## config.mk

```make
export PLATFORM = sky130hd
export DESIGN_NAME = dse_perfcnt_harden
export DESIGN_NICKNAME = d
export VERILOG_FILES = /design/src/rtl/dse_perfcnt_harden.sv
export SDC_FILE = /design/constraint.sdc
export NUM_CORES = 2
export LEC_CHECK = 0
export BUFFER_PORTS_ARGS = -buffer_cell sky130_fd_sc_hd__buf_4
export CORE_MARGIN = 10
export CORE_UTILIZATION = 40
export DETAILED_ROUTE_END_ITERATION = 7
export GPL_TIMING_DRIVEN = 0
export SLEW_MARGIN = 30
export SYNTH_ARGS = -nofsm -noshare
export SYNTH_HDL_FRONTEND = slang
export SYNTH_SLANG_ARGS = --single-unit
```

## constraint.sdc

```tcl
create_clock -name clock -period 3.6 [get_ports clock]
set_input_delay 0.72 -clock clock [delete_from_list [all_inputs] [get_ports clock]]
set_output_delay 0.72 -clock clock [all_outputs]
set_load 0.05 [all_outputs]
```

## src/rtl/dse_perfcnt_harden.sv

```systemverilog
// DSE performance-counter producer: saturating cumulative event counters with a
// windowed snapshot offered over valid/ready; dse_reset_valid flushes a run.
module dse_perfcnt_harden #(
  parameter int NUM_EVENTS  = 8,
  parameter int EVENT_WIDTH = 6,
  parameter int CNT_WIDTH   = 64,
  parameter int WINDOW      = 1024
) (
  input  logic                            clock,
  input  logic                            reset,
  input  logic [NUM_EVENTS*EVENT_WIDTH-1:0] event_inc,
  input  logic                            dse_reset_valid,
  output logic                            snap_valid,
  input  logic                            snap_ready,
  output logic [NUM_EVENTS*CNT_WIDTH-1:0] snap_data,
  output logic [15:0]                     snap_seq,
  output logic [63:0]                     snap_cycles,
  output logic [15:0]                     snap_dropped
);

  localparam int WIN_W = (WINDOW > 2) ? $clog2(WINDOW) : 1;
  localparam logic [WIN_W-1:0] WIN_LAST = WIN_W'(WINDOW - 1);

  function automatic logic [CNT_WIDTH-1:0] sat_add(input logic [CNT_WIDTH-1:0] a,
                                                   input logic [EVENT_WIDTH-1:0] b);
    logic [CNT_WIDTH:0] s;
    s = {1'b0, a} + (CNT_WIDTH+1)'(b);
    return s[CNT_WIDTH] ? '1 : s[CNT_WIDTH-1:0];
  endfunction

  function automatic logic [15:0] sat_inc16(input logic [15:0] a);
    return (a == 16'hFFFF) ? a : a + 16'd1;
  endfunction

  logic [NUM_EVENTS*CNT_WIDTH-1:0] cnt_q, cnt_d, cnt_nx;
  logic [WIN_W-1:0]                win_q, win_d;
  logic [63:0]                     cyc_q, cyc_d;
  logic [15:0]                     seq_q, seq_d;
  logic                            snap_valid_q, snap_valid_d;
  logic [NUM_EVENTS*CNT_WIDTH-1:0] snap_data_q, snap_data_d;
  logic [15:0]                     snap_seq_q, snap_seq_d;
  logic [63:0]                     snap_cycles_q, snap_cycles_d;
  logic [15:0]                     snap_dropped_q, snap_dropped_d;
  logic                            close, slot_free, accept;

  always_comb begin
    cnt_nx = '0;
    for (int i = 0; i < NUM_EVENTS; i++) begin
      cnt_nx[i*CNT_WIDTH +: CNT_WIDTH] = sat_add(cnt_q[i*CNT_WIDTH +: CNT_WIDTH],
                                                 event_inc[i*EVENT_WIDTH +: EVENT_WIDTH]);
    end
  end

  always_comb begin
    close          = (win_q == WIN_LAST);
    accept         = snap_valid_q && snap_ready;
    slot_free      = !snap_valid_q || snap_ready;
    cnt_d          = cnt_q;
    win_d          = win_q;
    cyc_d          = cyc_q;
    seq_d          = seq_q;
    snap_valid_d   = snap_valid_q;
    snap_data_d    = snap_data_q;
    snap_seq_d     = snap_seq_q;
    snap_cycles_d  = snap_cycles_q;
    snap_dropped_d = snap_dropped_q;
    // Flush wins over a coincident close; the pending snapshot is discarded.
    if (dse_reset_valid) begin
      cnt_d          = '0;
      win_d          = '0;
      cyc_d          = '0;
      seq_d          = '0;
      snap_dropped_d = '0;
      snap_valid_d   = 1'b0;
    end else begin
      cnt_d = cnt_nx;
      cyc_d = cyc_q + 64'd1;
      win_d = close ? '0 : win_q + 1'b1;
      if (close) begin
        seq_d = seq_q + 16'd1;
        if (slot_free) begin
          snap_data_d   = cnt_nx;
          snap_cycles_d = cyc_q + 64'd1;
          snap_seq_d    = seq_q;
          snap_valid_d  = 1'b1;
        end else begin
          snap_dropped_d = sat_inc16(snap_dropped_q);
        end
      end else if (accept) begin
        snap_valid_d = 1'b0;
      end
    end
  end

  always_ff @(posedge clock) begin
    if (reset) begin
      cnt_q          <= '0;
      win_q          <= '0;
      cyc_q          <= '0;
      seq_q          <= '0;
      snap_valid_q   <= 1'b0;
      snap_data_q    <= '0;
      snap_seq_q     <= '0;
      snap_cycles_q  <= '0;
      snap_dropped_q <= '0;
    end else begin
      cnt_q          <= cnt_d;
      win_q          <= win_d;
      cyc_q          <= cyc_d;
      seq_q          <= seq_d;
      snap_valid_q   <= snap_valid_d;
      snap_data_q    <= snap_data_d;
      snap_seq_q     <= snap_seq_d;
      snap_cycles_q  <= snap_cycles_d;
      snap_dropped_q <= snap_dropped_d;
    end
  end

  assign snap_valid   = snap_valid_q;
  assign snap_data    = snap_data_q;
  assign snap_seq     = snap_seq_q;
  assign snap_cycles  = snap_cycles_q;
  assign snap_dropped = snap_dropped_q;

endmodule

```

# Word-level counts from Yosys, hierarchy flattened

Index checks and enable logic that the tools add are counted.

Input bits: 52
Register bits: 1211
Word-level logic and storage cells: 47
Output and inout bits: 609

Equal/unequal tests: 3
Bitwise logic cells: 3
Muxes and demuxes: 11
$add $sub $neg: 12
Reductions and logical operators: 9

Operators by type and width:

| operator                                       | count |
|---|---|
| adder 64 x 6 -> 65 bit                         | 8 |
| two-way mux 64 bit                             | 8 |
| adder 64 x 1 -> 64 bit (second input constant) | 1 |
| adder 16 x 1 -> 16 bit (second input constant) | 2 |
| == test 16 bit (second input constant)         | 1 |
| adder 10 x 1 -> 10 bit (second input constant) | 1 |
| == test 10 bit (second input constant)         | 1 |
| AND reduction 3 bit                            | 2 |
| two-way mux 1 bit                              | 3 |
| inverter 1 bit                                 | 3 |
| OR reduction 3 bit                             | 1 |
| != test 2 x 1 -> 1 bit (second input constant) | 1 |
| AND reduction 2 bit                            | 1 |
| nonzero test 2 bit                             | 1 |
| OR reduction 2 bit                             | 1 |
| logical AND 1 bit                              | 1 |
| zero test 1 bit                                | 1 |
| logical OR 1 bit                               | 1 |

# Logic depth before layout (Yosys ltp)

Depth in word-level cells: 4
Depth in mapped cells: 10
Depth with buffers taken out: 8

# Worst setup path before layout

No wires, ideal clock.

Kind: input -> register
From: input port event_inc[6]
To: register snap_data_q[104] (netlist: snap_data[104])
Arrival: 2.964 ns
Setup time: 0.146 ns
Slack: 0.489 ns
Buffers on the path: 2
Required time: 3.454 ns
Stages on the path: 10
Path through: ha_1 fa_1 a21o_1 a221oi_1 or4_1 buf_2 nor3_4 nor2_4 buf_6 a211oi_2

Cells in the longest elaborated chain, start to end: 2

RTL lines:

| item                   | line | source |
|---|---|---|
| start, declared        | 11   | `input logic [NUM_EVENTS*EVENT_WIDTH-1:0] event_inc,` |
| adder 64 x 6 -> 65 bit | 27   | `s = {1'b0, a} + (CNT_WIDTH+1)'(b);` |
| two-way mux 64 bit     | 28   | `return s[CNT_WIDTH] ? '1 : s[CNT_WIDTH-1:0];` |
| end signal, assigned   | 112  | `snap_data_q <= snap_data_d;` |
| end, declared          | 40   | `logic [NUM_EVENTS*CNT_WIDTH-1:0] snap_data_q, snap_data_d;` |

Every way passes these cells.
A chain may end at the register's enable or synchronous reset.

# Final worst setup path

From: register win_q[0]
To: register snap_data_q[308] (netlist: snap_data[308])

Cells in the longest elaborated chain, start to end: 2

RTL lines:

| item                          | line | source |
|---|---|---|
| start, declared               | 36   | `logic [WIN_W-1:0] win_q, win_d;` |
| start signal, assigned        | 108  | `win_q <= win_d;` |
| == test 10 bit                | 55   | `close = (win_q == WIN_LAST);` |
| AND reduction 3 bit (no line) | n/a  |  |

Every way passes these cells.

==> impl_results.md <==
* Status: finished clean
* Initial antenna violation count at 11
* Sequential Power Share at a little under half
* Slew @ Worst Pin at 1.077 ns
* Logic pwr share at roughly 3.3%
* Final TNS setup at 0 ns
* I/O Buffers at 660
* Leakage at approximately 22 nW
* Sequential element share of the synthesized area at a little under half
* Top FF cell, synth: dfxtp_1
* Worst setup SP type: register
* Post-DP HPWL at around 140 mm
* WL/cell at 22.59 um
* Chip height at between 300 and 400 um
* Most frequent cells in the layout: 1,211 x dfxtp_1, 1,046 x nor2_1, 667 x buf_4
* Ys async rst share at 0%
* Die area at 142,300 sq um
* Pins Over Slew Limit at 0
* Crit path max fanout at 10
* First-pass GRT wire length at roughly 280 mm
* Clock root buffer master: clkbuf_16
* TritonCTS clock tree: built
* CP required at about 4.2 ns
* Core area at approximately 130,000 sq um
* Synth area leader: dfxtp_1
* DRT iter0 DRCs at between 3,000 and 4,000
* Drc violations at 0
* Area grow syn2layout at 23.17%
* Syn_nets at slightly below 6,000
* CTS Buf Count at between 100 and 150
* Initial core utilization at between 40% and 50%
* WL final at 189.7 mm
* Die Span X at about 380 um
* Sw power at roughly 6.6 mW
* Mapped Avg Cell Area at just under 9 sq um
* Vias per Instance at 5.520
* Final ANT Viol Nets at 0
* RSZ-0062 raised after global routing: false
* Io pins at about 660
* Final period utilization at between 90% and 100%
* Cell count after synthesis at about 5,800
* Placed cell area at 58,210 sq um
* Clock skew at between 0.02 and 0.025 ns
* Clock transition at path regs at roughly 0.060 ns
* Setup-failing EPs final at 0
* Layout Utilization at 49.43%
* Hold path cells at 4
* Clock latency on the worst-skew pair at slightly below 0.8 ns
* Cell Pwr Density at approximately 460 nW/um^2
* Drt first pass iters at 6
* Post-Synthesis Cell Area at 51,050 sq um
* Switching Share at between 20 and 25%
* Critical R2R Launch: win_q[0]
* Layout cells sized above 1 at about 17%
* Number of synthesized flops with an enable pin at 0
* Synth Warn # at 0
* H-tree level count at 4
* CP Class: reg -> reg
* Fillers at between 10,000 and 15,000
* CP Capture Type: register
* Worst-case reg-to-reg path depth at 10
* Most area-consuming cells after synthesis: dfxtp_1 47%, nor2_1 7.7%, a211oi_1 7.0%, xnor2_1 5.9%, a21oi_1 3.9%
* DR vias at around 46,000
* Worst slew margin at around 28%
* Worst hold endpoint: snap_valid
* Largest net degree at the start of global routing at 17
* Overall routing resource usage at 25.43%
* Clock buffer depth at 3
* #FFs+latches synth at between 1,000 and 1,500
* Int Power at about 22 mW
* Final nets at ~6,700
* Capturing point of the worst reg2reg path: snap_data[308]
* Worst min-delay path class: in -> reg
* GR Overflow Total at 0
* Worst hold margin at approximately 0.28 ns
* Vias in the first global route at around 44,000
* Number of max-cap violations at 0
* Sink Count at around 1,200
* F_max at 294.7 MHz
* Synth top area share at 47.49%
* Final hold viol count at 0
* Commonest non-fill, non-tap cell in the layout: dfxtp_1
* Final instance area at approximately 63,000 sq um
* Yosys cell types at 83
* Placer Congestion at 0.9326
* Start point of the worst hold path: snap_ready
* Power Total at roughly 29 mW
* Power share of the clock group at 49.6%
* Worst path arrival time at approximately 4 ns
* Peak VDD IR at just under 0.0005 V
* FP Rows at between 100 and 150
* Period minus WS final at about 3.4 ns
* R2R Setup Slk at between 0.2 and 0.25 ns
## critical path: stages, from the launching register on
cell	delay, ns
dfxtp_1	0.37
ha_1	0.22
nand2_1	0.11
or3_1	0.34
clkbuf_1	0.22
or3_1	0.38
buf_2	0.37
clkbuf_2	0.46
clkdlybuf4s15_2	0.49
nand3b_1	0.18
o31ai_1	0.09
## how the worst max path moves through the flow
stage	from	to	slack (ns)	cells after the start
2_1_floorplan	event_inc[6]	snap_data[104]	0.49	10
3_3_place_gp	win_q[0]	snap_data[58]	-0.91	9
3_5_place_dp	event_inc[36]	snap_data[446]	-0.52	10
4_1_cts	win_q[0]	snap_cycles[63]	0.003	10
6_report	win_q[0]	snap_data[308]	0.21	10
5_1_grt	cnt_q[64]	cnt_q[75]	0.04	11
## cell families (layout without fill, tap and decap cells)
kind of cell	after synthesis	count (layout)	synth area share, %
AOI/OAI and AO/OA	1171	1171	15.44
xor gates and xnor gates	545	545	9.351
adders and majority gates	60	60	1.588
buffers and inverters	441	1354	3.633
DFF	1211	1211	47.49
muxes	8	8	0.1569
other	0	6	0
and+or+nand+nor	2381	2381	22.34
## layout make-up
type	count	area, sq um	share of cell area, %
Multi-Input combinational cell	4165	24990	39.74
Sequential cell	1211	24240	38.56
Timing Repair Buffer	669	5080	8.079
Clock buffer	193	3996	6.356
Tap cell	1662	2079	3.307
Buffer	362	1620	2.577
Clock inverter	52	558.0	0.8875
Inverter	78	292.8	0.4657
Antenna cell	6	15.01	0.02388
## synth_stat cells (95+ instances only)
master / number
dfxtp_1: 1211
nor2_1: 1047
a211oi_1: 479
a21oi_1: 401
xnor2_1: 344
nand2_1: 288
nand3_1: 267
clkbuf_1: 246
xor2_1: 201
nand4_1: 186
nor3_1: 175
nor4_1: 110
and3_1: 95
## layer usage
layer / GRT usage, % / up-vias / share of wire [%]
met1: 32.36 / 22270 / 43
met4: 9.586 / 2 / 3.5
met3: 7.730 / 276 / 9.0
li1: - / 22360 / -
met5: 0 / - / 0.0063
met2: 40.29 / 1451 / 45
## registers in the layout, indices dropped and copies added, names as in the netlist
signal        flops
seq_q            16
snap_seq         16
snap_cycles      64
win_q            10
snap_dropped     16
cnt_q           512
snap_data       512
cyc_q            64
snap_valid        1
## what timing repair did
item                                    4_1_cts  5_1_grt
pin swaps                                     0        2
endpoints found under the hold margin         0        0
hold buffers                                  0        0
endpoints found under the setup margin       63      165
buffers inserted                              0        4
resized for setup                            11       18
## power by group through the flow
stage                     clock (mW)  combinational (mW)  sequential (mW)
after floorplan                    0               0.571             13.8
after global placement             0               0.919             13.8
after detailed placement           0               0.931             13.8
after CTS                       14.4               0.939             13.5
after global routing            15.0                1.03             13.5
final                           14.2               0.944             13.5
## through the flow
| stage | instances | setup slack [ns] |
|---|---|---|
| floorplan | 5817 | 0.4895 |
| global placement | 8139 | -0.9117 |
| detailed placement | 8143 | -0.5244 |
| CTS | 8388 | 0.003070 |
| global route | 8395 | 0.04251 |
| finish | 8398 | 0.2065 |
No activity file was read; power rests on OpenSTA's default activity.
